==> config.mk <==
export PLATFORM = sky130hd
export DESIGN_NAME = mem_xfer_fsm_flat
export DESIGN_NICKNAME = d
export VERILOG_FILES = /design/src/rtl/mem_xfer_if.sv /design/src/rtl/mem_xfer_fsm.sv /design/src/flat_wrapper.sv
export SDC_FILE = /design/constraint.sdc
export NUM_CORES = 1
export LEC_CHECK = 0
export BUFFER_PORTS_ARGS = -buffer_cell sky130_fd_sc_hd__buf_4
export CORE_UTILIZATION = 48
export DETAILED_ROUTE_END_ITERATION = 12
export HOLD_SLACK_MARGIN = 0.06
export PLACE_DENSITY = 0.75
export SYNTH_ARGS = -nofsm -noshare
export SYNTH_HDL_FRONTEND = slang
export SYNTH_SLANG_ARGS = --single-unit
==> constraint.sdc <==
create_clock -name clk -period 4.7 [get_ports clk]
set_clock_uncertainty 0.1 [all_clocks]
set_input_delay 0.705 -clock clk [delete_from_list [all_inputs] [get_ports clk]]
set_output_delay 0.705 -clock clk [all_outputs]
set_load 0.01 [all_outputs]
==> src/rtl/mem_xfer_if.sv <==
// Bundle between the load/store control FSM and its requester/bus side.
//   master : decoder/memory side; drives start, is_store, para1, para2, mfc
//   slave  : mem_xfer_fsm; drives the memory handshake (en, rw), the
//            MAR/MDR controls, the one-hot reg_rd/reg_wr, busy, done, err
interface mem_xfer_if #(
   parameter int NUM_REGS = 4,
   parameter int IDX_W    = 6
) ();
   logic                start;
   logic                is_store;
   logic [IDX_W-1:0]    para1;
   logic [IDX_W-1:0]    para2;
   logic                mfc;
   logic                en;
   logic                rw;
   logic                mar_load;
   logic                mdr_load_bus;
   logic                mdr_load_mem;
   logic                mdr_drive;
   logic [NUM_REGS-1:0] reg_rd;
   logic [NUM_REGS-1:0] reg_wr;
   logic                busy;
   logic                done;
   logic                err;

   modport master (
      output start, is_store, para1, para2, mfc,
      input  en, rw, mar_load, mdr_load_bus, mdr_load_mem, mdr_drive,
             reg_rd, reg_wr, busy, done, err
   );

   modport slave (
      input  start, is_store, para1, para2, mfc,
      output en, rw, mar_load, mdr_load_bus, mdr_load_mem, mdr_drive,
             reg_rd, reg_wr, busy, done, err
   );
endinterface

==> src/rtl/mem_xfer_fsm.sv <==
// Load/store control FSM: LOAD moves mem[reg[a]] -> reg[d], STORE moves
// reg[d] -> mem[reg[a]], with a = para1 and d = para2 latched on start.
// Ports:
//   clk  - rising-edge clock
//   rst  - asynchronous active-low reset
//   xif  - mem_xfer_if.slave: start/operands/mfc in; memory handshake,
//          MAR/MDR controls, one-hot reg_rd/reg_wr, busy/done/err out
// Optional: define MFC_TIMEOUT_EN to bound the mfc rise and fall waits to
// TIMEOUT cycles each; expiry ends the transfer through ERR.
//
// state   | meaning
// IDLE    | waiting for start; operands latched and indices checked here
// ADDR    | address register onto bus
// MARLD   | address register onto bus, bus -> MAR
// RREQ    | memory read request
// RWAIT   | read in flight, memory -> MDR until mfc rises
// RREL    | MDR onto bus, en released, wait for mfc to fall
// WB      | MDR onto bus, bus -> data register
// WDATA   | data register onto bus, bus -> MDR
// WREQ    | memory write request
// WWAIT   | write in flight until mfc rises
// WREL    | en released, wait for mfc to fall
// DONE    | completion pulse
// ERR     | completion pulse with err (bad index or mfc timeout)
module mem_xfer_fsm #(
   parameter int NUM_REGS = 4,
   parameter int IDX_W    = 6,
   parameter int TIMEOUT  = 15,
   parameter int CNT_W    = 4
) (
   input  logic        clk,
   input  logic        rst,
   mem_xfer_if.slave   xif
);

   localparam logic [3:0] S_IDLE  = 4'd0;
   localparam logic [3:0] S_ADDR  = 4'd1;
   localparam logic [3:0] S_MARLD = 4'd2;
   localparam logic [3:0] S_RREQ  = 4'd3;
   localparam logic [3:0] S_RWAIT = 4'd4;
   localparam logic [3:0] S_RREL  = 4'd5;
   localparam logic [3:0] S_WB    = 4'd6;
   localparam logic [3:0] S_WDATA = 4'd7;
   localparam logic [3:0] S_WREQ  = 4'd8;
   localparam logic [3:0] S_WWAIT = 4'd9;
   localparam logic [3:0] S_WREL  = 4'd10;
   localparam logic [3:0] S_DONE  = 4'd11;
   localparam logic [3:0] S_ERR   = 4'd12;

   if (TIMEOUT < 1 || (TIMEOUT >> CNT_W) != 0) begin : g_bad_cfg
      $error("mem_xfer_fsm: TIMEOUT must be >= 1 and fit in CNT_W bits");
   end

   logic [3:0]          state_q, state_d;
   logic [IDX_W-1:0]    a_q, a_d, d_q, d_d;
   logic                st_q, st_d;
   logic                tmo;
   logic [NUM_REGS-1:0] a_oh, d_oh;

`ifdef MFC_TIMEOUT_EN
   logic [CNT_W-1:0] cnt_q, cnt_d;
   logic             in_wait;

   assign in_wait = (state_q == S_RWAIT) || (state_q == S_RREL) ||
                    (state_q == S_WWAIT) || (state_q == S_WREL);
   // Count restarts on every state change, so each wait gets its own budget.
   assign cnt_d   = (in_wait && state_d == state_q) ? cnt_q + CNT_W'(1) : '0;
   assign tmo     = (cnt_q == CNT_W'(TIMEOUT - 1));

   always_ff @(posedge clk or negedge rst) begin
      if (!rst) cnt_q <= '0;
      else      cnt_q <= cnt_d;
   end
`else
   assign tmo = 1'b0;
`endif

   always_comb begin
      state_d = state_q;
      a_d     = a_q;
      d_d     = d_q;
      st_d    = st_q;
      case (state_q)
         S_IDLE: if (xif.start) begin
            a_d     = xif.para1;
            d_d     = xif.para2;
            st_d    = xif.is_store;
            state_d = (xif.para1 < IDX_W'(NUM_REGS) && xif.para2 < IDX_W'(NUM_REGS))
                      ? S_ADDR : S_ERR;
         end
         S_ADDR:  state_d = S_MARLD;
         S_MARLD: state_d = st_q ? S_WDATA : S_RREQ;
         S_RREQ:  state_d = S_RWAIT;
         S_RWAIT: if (xif.mfc) state_d = S_RREL;  else if (tmo) state_d = S_ERR;
         S_RREL:  if (!xif.mfc) state_d = S_WB;   else if (tmo) state_d = S_ERR;
         S_WB:    state_d = S_DONE;
         S_WDATA: state_d = S_WREQ;
         S_WREQ:  state_d = S_WWAIT;
         S_WWAIT: if (xif.mfc) state_d = S_WREL;  else if (tmo) state_d = S_ERR;
         S_WREL:  if (!xif.mfc) state_d = S_DONE; else if (tmo) state_d = S_ERR;
         S_DONE:  state_d = S_IDLE;
         S_ERR:   state_d = S_IDLE;
         default: state_d = S_IDLE;
      endcase
   end

   // Outputs are decoded from the next state (and next operands) and
   // registered, so each output is high exactly while the FSM sits in the
   // corresponding state and comes straight off a flop.
   assign a_oh = NUM_REGS'(1) << a_d;
   assign d_oh = NUM_REGS'(1) << d_d;

   always_ff @(posedge clk or negedge rst) begin
      if (!rst) begin
         state_q          <= S_IDLE;
         a_q              <= '0;
         d_q              <= '0;
         st_q             <= 1'b0;
         xif.en           <= 1'b0;
         xif.rw           <= 1'b0;
         xif.mar_load     <= 1'b0;
         xif.mdr_load_bus <= 1'b0;
         xif.mdr_load_mem <= 1'b0;
         xif.mdr_drive    <= 1'b0;
         xif.reg_rd       <= '0;
         xif.reg_wr       <= '0;
         xif.busy         <= 1'b0;
         xif.done         <= 1'b0;
         xif.err          <= 1'b0;
      end else begin
         state_q          <= state_d;
         a_q              <= a_d;
         d_q              <= d_d;
         st_q             <= st_d;
         xif.en           <= (state_d == S_RREQ) || (state_d == S_RWAIT) ||
                             (state_d == S_WREQ) || (state_d == S_WWAIT);
         xif.rw           <= (state_d == S_RREQ) || (state_d == S_RWAIT);
         xif.mar_load     <= (state_d == S_MARLD);
         xif.mdr_load_bus <= (state_d == S_WDATA);
         xif.mdr_load_mem <= (state_d == S_RWAIT);
         xif.mdr_drive    <= (state_d == S_RREL) || (state_d == S_WB);
         xif.reg_rd       <= (state_d == S_ADDR || state_d == S_MARLD) ? a_oh :
                             (state_d == S_WDATA) ? d_oh : '0;
         xif.reg_wr       <= (state_d == S_WB) ? d_oh : '0;
         xif.busy         <= (state_d != S_IDLE);
         xif.done         <= (state_d == S_DONE) || (state_d == S_ERR);
         xif.err          <= (state_d == S_ERR);
      end
   end

endmodule

==> src/flat_wrapper.sv <==
// flat-port wrapper written by rule: the top's interface ports become plain ports
module mem_xfer_fsm_flat 
#(
   parameter int NUM_REGS = 4,
   parameter int IDX_W    = 6,
   parameter int TIMEOUT  = 15,
   parameter int CNT_W    = 4
)
  (clk, rst, xif_start, xif_is_store, xif_para1, xif_para2, xif_mfc, xif_en, xif_rw, xif_mar_load, xif_mdr_load_bus, xif_mdr_load_mem, xif_mdr_drive, xif_reg_rd, xif_reg_wr, xif_busy, xif_done, xif_err);
  mem_xfer_if #(.NUM_REGS(NUM_REGS), .IDX_W(IDX_W)) xif_i ();
  input  logic clk;
  input  logic rst;
  input wire logic [$bits(xif_i.start)-1:0] xif_start;
  input wire logic [$bits(xif_i.is_store)-1:0] xif_is_store;
  input wire logic [$bits(xif_i.para1)-1:0] xif_para1;
  input wire logic [$bits(xif_i.para2)-1:0] xif_para2;
  input wire logic [$bits(xif_i.mfc)-1:0] xif_mfc;
  output wire logic [$bits(xif_i.en)-1:0] xif_en;
  output wire logic [$bits(xif_i.rw)-1:0] xif_rw;
  output wire logic [$bits(xif_i.mar_load)-1:0] xif_mar_load;
  output wire logic [$bits(xif_i.mdr_load_bus)-1:0] xif_mdr_load_bus;
  output wire logic [$bits(xif_i.mdr_load_mem)-1:0] xif_mdr_load_mem;
  output wire logic [$bits(xif_i.mdr_drive)-1:0] xif_mdr_drive;
  output wire logic [$bits(xif_i.reg_rd)-1:0] xif_reg_rd;
  output wire logic [$bits(xif_i.reg_wr)-1:0] xif_reg_wr;
  output wire logic [$bits(xif_i.busy)-1:0] xif_busy;
  output wire logic [$bits(xif_i.done)-1:0] xif_done;
  output wire logic [$bits(xif_i.err)-1:0] xif_err;
  assign xif_i.start = xif_start;
  assign xif_i.is_store = xif_is_store;
  assign xif_i.para1 = xif_para1;
  assign xif_i.para2 = xif_para2;
  assign xif_i.mfc = xif_mfc;
  assign xif_en = xif_i.en;
  assign xif_rw = xif_i.rw;
  assign xif_mar_load = xif_i.mar_load;
  assign xif_mdr_load_bus = xif_i.mdr_load_bus;
  assign xif_mdr_load_mem = xif_i.mdr_load_mem;
  assign xif_mdr_drive = xif_i.mdr_drive;
  assign xif_reg_rd = xif_i.reg_rd;
  assign xif_reg_wr = xif_i.reg_wr;
  assign xif_busy = xif_i.busy;
  assign xif_done = xif_i.done;
  assign xif_err = xif_i.err;
  mem_xfer_fsm #(.NUM_REGS(NUM_REGS), .IDX_W(IDX_W), .TIMEOUT(TIMEOUT), .CNT_W(CNT_W)) u_core (.clk(clk), .rst(rst), .xif(xif_i));
endmodule
==> metrics.txt, run 1 <==
clk slew on worst S/H paths 0.09 ns; Buffers on Ports 33; Switching Fraction 40.5%; Pins Over Slew Limit 0; vias in the first global route 1,237; diode count 0; H-Tree Depth 2; most frequent cell after synthesis nand2_1; syn_nets 184; share of the synthesized area in the top cell type 52.5%; CTS tree yes; Final Cycle Share 50.9%; hold buffer count at cts 0; CP Launch Type register; cell type with the largest total area after synthesis dfrtp_1; cells after synthesis 167; Layout Nets 217; Logic pwr share 45.5%; syn avg cell area 9.71 um2; flop and latch count out of synthesis 34; vias per cell 5.37; Finished Layout Cells 244; clock buffer count from CTS 5; Final TNS setup 0 ns; Post-synth EDFFs 0; drt pass-1 iters 5; RSZ-0062 raised after global routing false; Die ar. 3610 um2; Distinct cells, synth 36; FMAX 418 MHz; Area contributors post-synth dfrtp_1 52%, nand2_1 10%, a31oi_1 2.7%; worst-margin pin slew 0.824 ns; area of the core 3130 um2; Synth Flop Type dfrtp_1; total grt overflow 0; Hold Path Class in -> async; critical path fanouts, max 25; # Post-CTS Setup Buffers 0; post-DP HPWL 2340 um; clk buf depth 2; Skew-Pair Late Insertion Delay 0.32 ns; WS Path Type reg -> reg; antenna viol nets, final 0; fillers 271; Initial Util 51.8%; GRT Util Overall 21.4%; via total after detailed routing 1,311; Clk pwr share 12.5%; placed cells 237; Slew headroom 44.9%; minimum clock period 2.39 ns; leakage 0.927 nW; Arrival @ worst endpoint 2.49 ns; worst setup margin 2.31 ns; Synth Cell Area 1620 um2; Post-synth ARST share 100%; largest net degree at the start of global routing 35; Die Y-Extent 60.1 um; Placement Setup Slack 2.20 ns; Util after Layout 61.2%; Flop pwr share 42.0%; Area Overhead vs Synth 18.0%; layout cells sized above 1 27.5%; # DRC 0; initial antenna violation count 0; Final Hold Fails 0; CP endpoint kind register; Detailed Route WL 3190 um; chip width 60.1 um; Internal 670 uW; Net Sw Power 455 uW; number of max-cap violations 0; CTS resizes 0; Final Setup Violations 0; Synth Warn # 0; # IOs 34; register area share after synthesis 52.5%; Routed wire per std cell 13.1 um; Clock Sinks 34; Critical Path RT 4.80 ns; Rows 20; Root Buffer clkbuf_4; Iteration-0 DRC Markers 47; routability cong. 0.964; Cell Pwr Density 588 nW/um2; top cell types by occurrence after synthesis 43 x nand2_1, 34 x dfrtp_1, 10 x nor2_1; status finished, final reports clean; first-pass GRT wire length 5540 um; VDD IR-drop max 267 uV
per-stage QoR:
stage               power [mW]  cell area, um2  hold slack, ns
floorplan                0.856            1620           0.309
global placement         0.963            1870           0.352
detailed placement       0.986            1870           0.376
CTS                       1.13            1910           0.210
global route              1.23            1910           0.213
finish                    1.12            1910           0.206
final cells by class:
class	instances	area, um2	share of cell area, %
clock buffers	7	45.0	2.35
multi-input cells	120	692	36.2
flip-flops and latches	34	851	44.5
inverters	6	22.5	1.18
repair buffers	33	248	12.9
well taps	44	55.1	2.88
per-layer routing:
layer  wire length [um]  vias up  GRT usage, %
li1                   -      647             -
met1               1430      619          27.5
met2               1550       41          33.4
met3                168        4          6.49
met4                 36        0          8.64
met5                  0        -             0
cells in the final DEF, fill, tap and decap left out, drive strengths merged:
cell type   n
and2b       2
a22oi       1
mux2        1
o221ai      1
o21ai       8
dfrtp      34
nor3b       2
or4         5
nor2b       1
o32ai       4
nor4        4
nor2       11
buf        33
and3        4
a2bb2oi     2
nor3        5
xnor2       1
or2         1
o21ba       1
nand3       4
a21o        2
inv         6
nand2b      4
a21oi       5
nand2      43
clkbuf      7
or3         1
a31oi       7
sequential cells by signal, summed over array words and instances, names as in the netlist, 4 cells and up:
| signal | flops |
|---|---|
| u_core.a_q | 6 |
| u_core.d_q | 6 |
| u_core.state_q | 4 |
| u_core.xif.reg_rd | 4 |
| u_core.xif.reg_wr | 4 |
critical path, stage by stage (launching register included):
cell and delay [ns]:
dfrtp_1 0.51, nor2_1 0.21, nand3_1 0.60, a21o_2 0.46, and3_1 0.17, nand3_1 0.10, o221ai_1 0.11
power groups by stage:
| stage | sequential [mW] | combinational [mW] | clock [mW] |
|---|---|---|---|
| final | 0.472 | 0.511 | 0.141 |
| after global routing | 0.487 | 0.577 | 0.161 |
| after CTS | 0.470 | 0.511 | 0.147 |
| after detailed placement | 0.476 | 0.510 | 0 |
| after global placement | 0.470 | 0.493 | 0 |
| after floorplan | 0.459 | 0.397 | 0 |
final timing paths:
path / start / endpoint / depth (start not counted) / slack (ns)
setup / recovery: u_core.state_q[2] / u_core.xif.en / 6 / 2.31
hold / removal: rst / u_core.d_q[4] / 1 / 0.21
setup reg to reg: u_core.state_q[2] / u_core.xif.en / 6 / 2.31
hold reg to reg: u_core.a_q[3] / u_core.a_q[3] / 2 / 0.40
max in group asynchronous: rst / u_core.d_q[0] / 1 / 4.00
min in group clk: u_core.a_q[3] / u_core.a_q[3] / 2 / 0.40
cells by family (layout without fill, tap and decap cells):
family                 count (synthesis)  after routing  synth area share [%]
AO/OA/AOI/OAI                         31             31                  14.4
XOR/XNOR                               1              1                  1.00
buffers and inverters                 13             46                  4.86
flip-flops                            34             34                  52.5
multiplexers                           1              1                 0.694
AND/OR/NAND/NOR                       87             87                  26.5
Power figures use the tool's default switching activity.
==> run 2: changes to the inputs <==
==> constraint.sdc (replaced) <==
create_clock -name clk -period 2.5 [get_ports clk]
set_clock_uncertainty 0.1 [all_clocks]
set_input_delay 0.375 -clock clk [delete_from_list [all_inputs] [get_ports clk]]
set_output_delay 0.375 -clock clk [all_outputs]
set_load 0.01 [all_outputs]
==> run 2 against run 1 <==
Against the previous run:
- combinational power rose by 92%
- utilization rose by 1.9 points
- sequential power rose by 87%
- critical endpoint is now u_core.xif.reg_rd[2]
- global-route usage rose by 1.3 points
- clock power rose to 2.6 times the previous value
==> metrics.txt, run 2 (same netlist as run 1, synthesis figures left out) <==
worst path cell trace nor2_1 -> nand3_1 -> buf_4 -> nor3b_1 -> a31oi_1 -> o32ai_1; H-Tree Depth 2; routability cong. 0.919; Internal 1.36 mW; Die Y-Extent 60.1 um; Initial Util 51.8%; Final TNS setup 0 ns; initial antenna violation count 0; # Post-CTS Setup Buffers 0; Root Buffer clkbuf_4; most common cell after layout, fill and taps aside nand2_1; Design Area, Final 1970 um2; minimum clock period 2.20 ns; CTS tree yes; Iteration-0 DRC Markers 41; Skew-Pair Late Insertion Delay 0.34 ns; leakage 0.959 nW; r2r setup slk 0.30 ns; reg2reg start u_core.state_q[2]; Net Sw Power 878 uW; total grt overflow 0; layout cells sized above 1 29.4%; Multi-input gate area 692 um2; hold path cells 3; Logic pwr share 44.0%; CP endpoint kind register; FMAX 454 MHz; vias in the first global route 1,365; Area Overhead vs Synth 21.6%; # DRC 0; Cell Pwr Density 1130 nW/um2; Reg2Reg Depth 6; fillers 269; Rows 20; critical path fanouts, max 12; GRT Util Overall 22.7%; vias per cell 5.46; post-DP HPWL 2540 um; VDD IR-drop max 485 uV; WS Path Type reg -> reg; Clock Sinks 34; worst-margin pin slew 0.461 ns; Hold Path Class in -> reg; Slew headroom 69.2%; slowest CP cell dfrtp_1; number of max-cap violations 0; Final Hold Fails 0; # IOs 34; antenna viol nets, final 0; Hold Startpoint xif_is_store; via total after detailed routing 1,353; FF+latch area 851 um2; Switching Fraction 39.3%; delay of the slowest critical-path stage 0.51 ns; Final Cycle Share 88.1%; Clk pwr share 16.5%; area of the core 3130 um2; CTS resizes 0; Routed wire per std cell 13.6 um; Hold Path End u_core.st_q; clk buf depth 2; RSZ-0062 raised after global routing false; area post-placement 1880 um2; status finished, final reports clean; Critical Path RT 2.63 ns; first-pass GRT wire length 5920 um; Die ar. 3610 um2; Detailed Route WL 3370 um; FF-to-FF End u_core.xif.reg_rd[2]; diode count 0; clk slew on worst S/H paths 0.10 ns; Largest regs u_core.a_q x6, u_core.d_q x6; largest net degree at the start of global routing 35; drt pass-1 iters 4; Final Setup Violations 0; Flop pwr share 39.5%; Layout Nets 220; commonest non-fill, non-tap cells in the layout 43 x nand2_1, 35 x buf_4, 34 x dfrtp_1; Arrival @ worst endpoint 2.33 ns; Pins Over Slew Limit 0; CP Launch Type register; Buffers on Ports 33; chip width 60.1 um; clock buffer count from CTS 5
[run 2: what timing repair did]
item	CTS	global route
setup endpoints to repair	0	0
endpoints found under the hold margin	34	0
hold buffers	1	0
[run 2: metal layers]
metal	track usage, %	share of wire [%]	vias up
met2	37.8	51	63
met5	0	0	-
met3	6.28	6.1	6
met4	10.6	1.8	0
met1	26.8	41	628
li1	-	-	656
[run 2: power by group through the flow]
| stage | Combinational, mW | Sequential [mW] | Clock (mW) |
|---|---|---|---|
| 2_1_floorplan | 0.746 | 0.864 | 0 |
| 3_3_place_gp | 0.939 | 0.880 | 0 |
| 3_5_place_dp | 0.981 | 0.892 | 0 |
| 4_1_cts | 0.982 | 0.881 | 0.382 |
| 5_1_grt | 1.11 | 0.914 | 0.404 |
| 6_report | 0.983 | 0.884 | 0.368 |
[run 2: final cells by class]
cell class              count  area share [%]
inverters                   6            1.14
flip-flops and latches     34            43.1
clock buffers               8            4.00
multi-input cells         120            35.1
well taps                  44            2.79
repair buffers             36            13.8
[run 2: worst max-delay path by stage]
stage,depth (start not counted),to,slack (ns),startpoint
floorplan,6,u_core.xif.reg_rd[0],0.73,xif_para2[5]
global placement,7,u_core.xif.reg_rd[1],0.45,xif_para2[5]
detailed placement,6,u_core.xif.reg_rd[2],0.35,u_core.state_q[2]
CTS,6,u_core.xif.reg_rd[2],0.31,u_core.state_q[2]
global route,6,u_core.xif.reg_rd[2],0.009,u_core.state_q[2]
finish,6,u_core.xif.reg_rd[2],0.30,u_core.state_q[2]
[run 2: critical path, delay by kind of cell (launching register included)]
kind / cells / cell delay [ns]
and+or+nand+nor: 3 / 0.78
DFF: 1 / 0.51
AOI/OAI and AO/OA: 2 / 0.39
buffers and inverters: 1 / 0.31
[run 2: metrics by stage]
stage	power (mW)	util [%]	hold WS, ns	setup slack [ns]	cells
2_1_floorplan	1.61	-	-0.0206	0.729	167
3_3_place_gp	1.82	60.2	0.235	0.454	239
3_5_place_dp	1.87	60.2	0.241	0.345	239
4_1_cts	2.24	63.0	0.109	0.314	248
5_1_grt	2.42	63.0	0.124	0.00900	248
6_report	2.24	63.0	0.128	0.298	248
